===== src/rtl/bcd_pkg.sv =====
// +----------------------------------------------------------------------+
// | bcd_pkg : shared BCD digit type, limits and load sanitising helper    |
// | Rev 1.0                                                               |
// +----------------------------------------------------------------------+
`default_nettype none

package bcd_pkg;

  typedef logic [3:0] bcd_t;

  localparam bcd_t BCD_MAX = 4'd9;
  localparam bcd_t BCD_MIN = 4'd0;

  // Out-of-range nibbles collapse to zero so a digit can never leave 0..9.
  function automatic bcd_t bcd_sanitize(input logic [3:0] v);
    return (v > BCD_MAX) ? BCD_MIN : v;
  endfunction

endpackage

`default_nettype wire


===== src/rtl/bcd_digit.sv =====
// +----------------------------------------------------------------------+
// | bcd_digit : one decade cell, up/down with carry/borrow out and load   |
// | Rev 1.0                                                               |
// +----------------------------------------------------------------------+
`default_nettype none

module bcd_digit
  import bcd_pkg::*;
(
  input  logic clk,
  input  logic reset,
  input  logic step_in,
  input  logic up,
  input  logic load,
  input  bcd_t load_digit,
  output bcd_t digit,
  output logic step_out
);

  bcd_t r_digit;
  bcd_t w_next;

  always_comb begin
    w_next = r_digit;
    if (load) begin
      w_next = bcd_sanitize(load_digit);
    end else if (step_in) begin
      if (up) begin
        w_next = (r_digit >= BCD_MAX) ? BCD_MIN : r_digit + 4'd1;
      end else begin
        w_next = (r_digit == BCD_MIN) ? BCD_MAX : r_digit - 4'd1;
      end
    end
  end

  always_ff @(posedge clk or posedge reset) begin
    if (reset) begin
      r_digit <= BCD_MIN;
    end else begin
      r_digit <= w_next;
    end
  end

  // Carry (up) or borrow (down) ripples to the next decade on the same step.
  assign step_out = step_in & ~load &
                    (up ? (r_digit >= BCD_MAX) : (r_digit == BCD_MIN));
  assign digit    = r_digit;

endmodule

`default_nettype wire


===== src/rtl/bcd_counter2.sv =====
// +----------------------------------------------------------------------+
// | bcd_counter2 : two-digit BCD up/down counter with prescaler, load,    |
// |                registered tick and wrap pulses                        |
// | Rev 1.0                                                               |
// +----------------------------------------------------------------------+
`default_nettype none

module bcd_counter2
  import bcd_pkg::*;
#(
  parameter int TICK_DIV = 50000000
) (
  input  logic       clk,
  input  logic       reset,
  input  logic       en,
  input  logic       up,
  input  logic       load,
  input  logic [7:0] load_val,
  output logic [3:0] digit0,
  output logic [3:0] digit1,
  output logic       tick,
  output logic       wrap
);

  localparam int            PW   = (TICK_DIV > 2) ? $clog2(TICK_DIV) : 1;
  localparam logic [PW-1:0] PMAX = PW'(TICK_DIV - 1);

  logic [PW-1:0] r_pcnt;
  logic          r_tick;
  logic          r_wrap;
  logic          w_step;
  logic          w_count;
  logic          w_units_carry;
  logic          w_tens_carry;
  bcd_t          w_units;
  bcd_t          w_tens;

  assign w_step  = en & (r_pcnt == PMAX);
  // Load pre-empts any step that happens to land on the same cycle.
  assign w_count = w_step & ~load;

  always_ff @(posedge clk or posedge reset) begin
    if (reset) begin
      r_pcnt <= '0;
    end else if (load) begin
      r_pcnt <= '0;
    end else if (en) begin
      r_pcnt <= w_step ? '0 : r_pcnt + PW'(1);
    end
  end

  always_ff @(posedge clk or posedge reset) begin
    if (reset) begin
      r_tick <= 1'b0;
      r_wrap <= 1'b0;
    end else begin
      r_tick <= w_count;
      r_wrap <= w_tens_carry;
    end
  end

  bcd_digit u_units (
    .clk        (clk),
    .reset      (reset),
    .step_in    (w_count),
    .up         (up),
    .load       (load),
    .load_digit (load_val[3:0]),
    .digit      (w_units),
    .step_out   (w_units_carry)
  );

  bcd_digit u_tens (
    .clk        (clk),
    .reset      (reset),
    .step_in    (w_units_carry),
    .up         (up),
    .load       (load),
    .load_digit (load_val[7:4]),
    .digit      (w_tens),
    .step_out   (w_tens_carry)
  );

  assign digit0 = w_units;
  assign digit1 = w_tens;
  assign tick   = r_tick;
  assign wrap   = r_wrap;

endmodule

`default_nettype wire


===== config.mk =====
export PLATFORM = sky130hd
export DESIGN_NAME = bcd_counter2
export DESIGN_NICKNAME = d
export VERILOG_FILES = /design/src/rtl/bcd_pkg.sv /design/src/rtl/bcd_digit.sv /design/src/rtl/bcd_counter2.sv
export SDC_FILE = /design/constraint.sdc
export NUM_CORES = 1
export LEC_CHECK = 0
export BUFFER_PORTS_ARGS = -buffer_cell sky130_fd_sc_hd__buf_4
export CORE_ASPECT_RATIO = 2
export CORE_MARGIN = 4
export CORE_UTILIZATION = 54
export CTS_CLUSTER_DIAMETER = 50
export CTS_CLUSTER_SIZE = 40
export DETAILED_ROUTE_END_ITERATION = 8
export PLACE_DENSITY = 0.87
export REMOVE_ABC_BUFFERS = 1
export SYNTH_ARGS = -nofsm -noshare
export SYNTH_HDL_FRONTEND = slang
export SYNTH_HIERARCHICAL = 1
export SYNTH_SLANG_ARGS = --single-unit

===== constraint.sdc =====
create_clock -name clk -period 2.35 [get_ports clk]
set_input_delay 0 -clock clk [delete_from_list [all_inputs] [get_ports clk]]
set_output_delay 0 -clock clk [all_outputs]
set_load 0.005 [all_outputs]

# After elaboration in Yosys (flattened, before gate mapping)
# Cells that the tools add are included.
[classes] bitwise=7 muxes=17 add_sub_neg=5 magnitude_cmp=4 n_eq_ne=1 reduce_logical=5
[ops] op="2-to-1 mux 26 bit" count=3
[ops] op="2-to-1 mux 4 bit" count=12
[ops] op="adder 26 x 1 -> 26 bit (second input constant)" count=1
[ops] op="== test 26 bit (second input constant)" count=1
[ops] op="adder 4 x 1 -> 4 bit (second input constant)" count=2
[ops] op="greater-or-equal comparator 4 bit (second input constant)" count=2
[ops] op="> comparator 4 bit (second input constant)" count=2
[ops] op="logical NOT 4 bit" count=2
[ops] op="subtractor 4 x 1 -> 4 bit (second input constant)" count=2
[ops] op="bitwise AND 1 bit" count=6
[ops] op="nonzero test 2 bit" count=3
[ops] op="2-to-1 mux 1 bit" count=2
[ops] op="inverter 1 bit" count=1
[totals] input_bits=13 elab_cells=44 reg_bits=36 output_inout_bits=10

# Logic depth before layout (Yosys ltp)
[depth] ltp_word=7 ltp_mapped=12 mapped_depth_nobuf=10

# By module
# The synthesis kept the hierarchy.
[modules_own_cells] mod="bcd_counter2" seq_area_each_um2=700.7 n_inst=1 area_each_um2=1562.7 cells_per_inst=171
[modules_own_cells] mod="bcd_digit" seq_area_each_um2=100.1 n_inst=2 area_each_um2=459.2 cells_per_inst=59

# Least setup slack after synthesis
# No wires, ideal clock.
[synth_path] path_type="flip-flop to flip-flop" start="register r_pcnt[11]" end="register u_tens.r_digit[3], in the netlist u_tens/digit[3]" arrival_time_ns=2.442 setup_slack_ns=-0.218 t_required_ns=2.224 setup_time_ns=0.126 path_buffers=3 stages_incl_launch_ff=11 period_less_slack_ns=2.568 cell_sequence="dfrtp_1 clkbuf_1 nor4b_1 nand4b_1 nor4_1 clkbuf_1 nand2b_1 a21oi_1 clkbuf_1 a311oi_2 a311o_1"
[synth_via] elab_chain_len=6
[synth_lines] element="from (decl)" line="bcd_counter2.sv:28" text="logic [PW-1:0] r_pcnt;"
[synth_lines] element="from (signal assigned)" line="bcd_counter2.sv:48" text="r_pcnt <= w_step ? '0 : r_pcnt + PW'(1);"
[synth_lines] element="== test 26 bit" line="bcd_counter2.sv:38" text="assign w_step = en & (r_pcnt == PMAX);"
[synth_lines] element="bitwise AND 1 bit" line="bcd_counter2.sv:38"
[synth_lines] element="bitwise AND 1 bit" line="bcd_counter2.sv:40" text="assign w_count = w_step & ~load;"
[synth_lines] element="via w_count" line="bcd_counter2.sv:32" text="logic w_count;"
[synth_lines] element="bitwise AND 1 bit (2 in series)" line="bcd_digit.sv:45" text="assign step_out = step_in & ~load &"
[synth_lines] element="via w_units_carry" line="bcd_counter2.sv:33" text="logic w_units_carry;"
[synth_lines] element="nonzero test 2 bit (no line)"
[synth_lines] element="to (signal assigned)" line="bcd_digit.sv:40" text="r_digit <= w_next;"
[synth_lines] element="to (decl)" line="bcd_digit.sv:20" text="bcd_t r_digit;"
# The timed path passes the listed nets, and every way through them passes these cells.
# A chain may end at the register's enable or synchronous reset.

# Final worst setup path
[layout_path] start="register r_pcnt[0]" end="register u_tens.r_digit[3], in the netlist u_tens/digit[3]"
# The elaborated chain is that of the path after synthesis.

==> summary.md <==
| Metric | Value |
|---|---|
| Share of the synthesized area in the top cell type | `36.3%` |
| Maxcap violations | `0` |
| Post-synth EDFFs | `0` |
| Post-synthesis compound-gate area fraction | `14.9%` |
| Htree depth | `2` |
| Worst path bufs/invs | `1` |
| Avg Vias per Cell | `6.42` |
| Register area | `902 um2` |
| Largest net degree at the start of global routing | `38` |
| Sequential power share | `48.9%` |
| Die area | `0.00581 mm2` |
| Xor/xnor share of the synthesized area | `6.71%` |
| Vias | `2,432` |
| Achievable clock frequency | `0.437 GHz` |
| Sink Count | `36` |
| Drt wl/cell | `17.0 um` |
| Worst R2R Setup Slack | `60 ps` |
| Worst-path clk slew | `60 ps` |
| Initial Util | `56.6%` |
| Cells along the critical path | `ha_4, nor4b_2, nand4b_1, nor4_2, nand2b_1, a21oi_2, buf_4, a311oi_2, a311o_1` |
| Netlist cell types | `51` |
| R2R depth | `9` |
| Rel. slew slack | `60.2%` |
| Fraction of layout cells with a size suffix above 1 | `20.0%` |
| Remaining global-route overflow | `0` |
| First-pass GRT wire length | `10,500 um` |
| Logic gate share of total power | `17.9%` |
| Iteration-0 DRC Markers | `143` |
| Synth Area in Adders | `5.04%` |
| Row count | `34` |
| Largest family of logic cells by synthesized area | `simple AND/OR/NAND/NOR gates` |
| Fin util | `67.6%` |
| Switch share | `27.0%` |
| IO Port Bufs | `22` |
| DRT Wirelength | `6450 um` |
| Final hold vios | `0` |
| Post-layout minimum cycle time | `2290 ps` |
| Critical Path Sink Type | `flip-flop` |
| RePlAce Congestion | `0.944` |
| DR pass1 iterations | `5` |
| Antenna violations before repair | `0` |
| Clock buffer depth | `2` |
| Clk_lat worst skew | `290 ps` |
| Clock root buffer | `clkbuf_8` |
| Die height | `104 um` |
| Crit path launch type | `flip-flop` |
| Ports | `23` |
| Sequential area share after synthesis | `36.3%` |
| Peak supply drop | `374 uV` |
| Ant diodes | `0` |
| Worst Skew | `6.51 ps` |
| Crit path DAT | `2460 ps` |
| Lkg Pwr | `1.20 nW` |
| Fin nets | `347` |
| CTS tree | `done` |
| Synth warn | `6` |
| Post-synthesis mux area share | `0.454%` |
| Mapped Avg Cell Area | `8.59 um2` |
| Levels on crit path | `9` |
| Fillers | `356` |
| Setup crit end | `u_tens/digit[3]$_DFFE_PP0P_` |
| Synth async-reset ratio | `100%` |
| Top_reg_cell synth | `dfrtp_1` |
| Area of the multi-input gates | `0.00150 mm2` |
| Setup CP Type | `flip-flop to flip-flop` |
| Count of endpoints failing setup in the final report | `0` |
| Most frequent cells in the layout | `buf_4, dfrtp_1, nor2_1, nand2_1, nand3_1` |
| R2R Path End | `u_tens/digit[3]$_DFFE_PP0P_` |
| #FFs+latches synth | `36` |
| Post-route ant nets | `0` |
| P_int | `987 uW` |
| DRC | `0` |
| Post-Synth Simple-Gate Area | `31.2%` |
| Post-Syn Area | `0.00248 mm2` |
| CP Max Fanout | `7` |
| Net switching power figure | `365 uW` |
| Max-slew violation count | `0` |
| Fin crit share | `97.4%` |
| HP Class | `input pin to flip-flop` |
| Critical path's slowest cell | `dfrtp_1` |
| HPWL after DPL | `4510 um` |
| Tot GR Track Use | `22.3%` |
| R2R Path Start | `r_pcnt[0]$_DFFE_PP0P_` |
| Die X | `55.9 um` |
| Slowest stage delay, CP | `450 ps` |
| Overall power | `1.35 mW` |
| Area grow syn2layout | `19.5%` |
| Cts bufs inserted | `5` |
| Delay-heaviest family, CP | `simple AND/OR/NAND/NOR gates` |
| CP Launch Point | `r_pcnt[0]$_DFFE_PP0P_` |
| Power per Cell Area | `456 mW/mm2` |
| Largest area contributor in the netlist | `dfrtp_1` |
| Req. time, crit path | `2520 ps` |
| Cells after Synth | `289` |
| Status | `completed` |
| Clock share of power | `33.2%` |
| Vias in the first global route | `2,370` |
| Synth top area cells | `dfrtp_1, ha_1, nor2_1` |
| Most common cell after layout, fill and taps aside | `buf_4` |
| Core box area | `0.00438 mm2` |
| Worst Tran Pin Value | `591 ps` |
cells in the mapped netlist, drive strengths merged, types with 2 or more instances:
| master | number |
|---|---|
| o2111ai | 2 |
| ha | 10 |
| nor4 | 7 |
| or2 | 2 |
| or2b | 2 |
| nor2 | 30 |
| nand4 | 8 |
| o22ai | 2 |
| o21ai | 12 |
| nor3 | 10 |
| or3b | 5 |
| o31ai | 6 |
| xnor2 | 11 |
| nor2b | 5 |
| nand2 | 19 |
| o2bb2ai | 2 |
| a31oi | 2 |
| buf | 5 |
| and4 | 2 |
| inv | 14 |
| clkbuf | 12 |
| dfrtp | 36 |
| a311oi | 2 |
| or4 | 2 |
| nand2b | 13 |
| nor4b | 4 |
| a22oi | 2 |
| nand3 | 19 |
| o211ai | 2 |
| or4b | 2 |
| a211oi | 2 |
| a21oi | 13 |
| a311o | 2 |
| o221ai | 2 |
| xor2 | 8 |
| or3 | 4 |
worst min-delay path, stage by stage:
cell and delay, ps:
buf_4 90, o21ai_0 60, nand3_1 80, o21ai_1 50
layer usage:
| metal | track usage, % | wire, um | part of all wire [%] |
|---|---|---|---|
| met4 | 13.8 | 371 | 5.8 |
| met2 | 39.7 | 3500 | 54 |
| met1 | 23.5 | 2270 | 35 |
| met5 | 0 | 0 | 0 |
| met3 | 3.85 | 312 | 4.8 |
flip-flops by register name, summed over array words and instances, names as in the netlist:
register,count
r_pcnt,26
tick,1
u_tens/digit,4
u_units/digit,4
wrap,1
cell families (layout without fill, tap and decap cells):
| logic type | Yosys count | in the layout |
|---|---|---|
| compound gates | 54 | 54 |
| xor+xnor | 19 | 19 |
| fa+ha+maj | 10 | 10 |
| buf+inv | 31 | 67 |
| flops | 36 | 36 |
| mux | 1 | 1 |
| simple gates | 138 | 138 |
how the worst min path moves through the flow:
stage / startpoint / depth (start not counted) / to
4_1_cts: load_val[5] / 4 / u_tens/digit[0]$_DFFE_PP0P_
6_report: load_val[5] / 4 / u_tens/digit[0]$_DFFE_PP0P_
3_3_place_gp: reset / 2 / u_units/digit[0]$_DFFE_PP0P_
5_1_grt: load_val[5] / 4 / u_tens/digit[0]$_DFFE_PP0P_
3_5_place_dp: reset / 2 / u_units/digit[0]$_DFFE_PP0P_
2_1_floorplan: reset / 1 / u_tens/digit[0]$_DFFE_PP0P_
area by class of cell:
cell class,instances,share of cell area [%]
Timing Repair Buffer,45,12.0
Multi-Input combinational cell,222,50.5
Tap cell,54,2.28
Sequential cell,36,30.4
Inverter,14,1.77
Clock buffer,8,3.04
power groups by stage:
stage                     Sequential (mW)  Combinational [mW]  Clock (mW)
after CTS                           0.659               0.233       0.460
after detailed placement            0.670               0.223           0
after floorplan                     0.671               0.125           0
after global placement              0.669               0.216           0
after global routing                0.664               0.268       0.480
final                               0.661               0.242       0.448
per-stage QoR:
step	hold WS [ps]	TNS, ps	setup slack (ps)	cell area, um2	cells
6_report	46.7	0	60.9	2960	379
3_5_place_dp	-79.0	0	5.03	2720	360
5_1_grt	56.9	-67.2	-50.6	2960	379
2_1_floorplan	-234	-2310	-616	2400	272
3_3_place_gp	-77.8	0	79.0	2720	360
4_1_cts	36.2	0	33.6	2890	375
repair_timing:
action / in CTS / in global routing
hold buffers: 7 / 0
gates resized for setup: 1 / 9
endpoints found under the setup margin: 1 / 4
endpoints found under the hold margin: 42 / 0
pin swaps: 0 / 2
buffers inserted: 0 / 4
(Power assumes the default switching activity.)
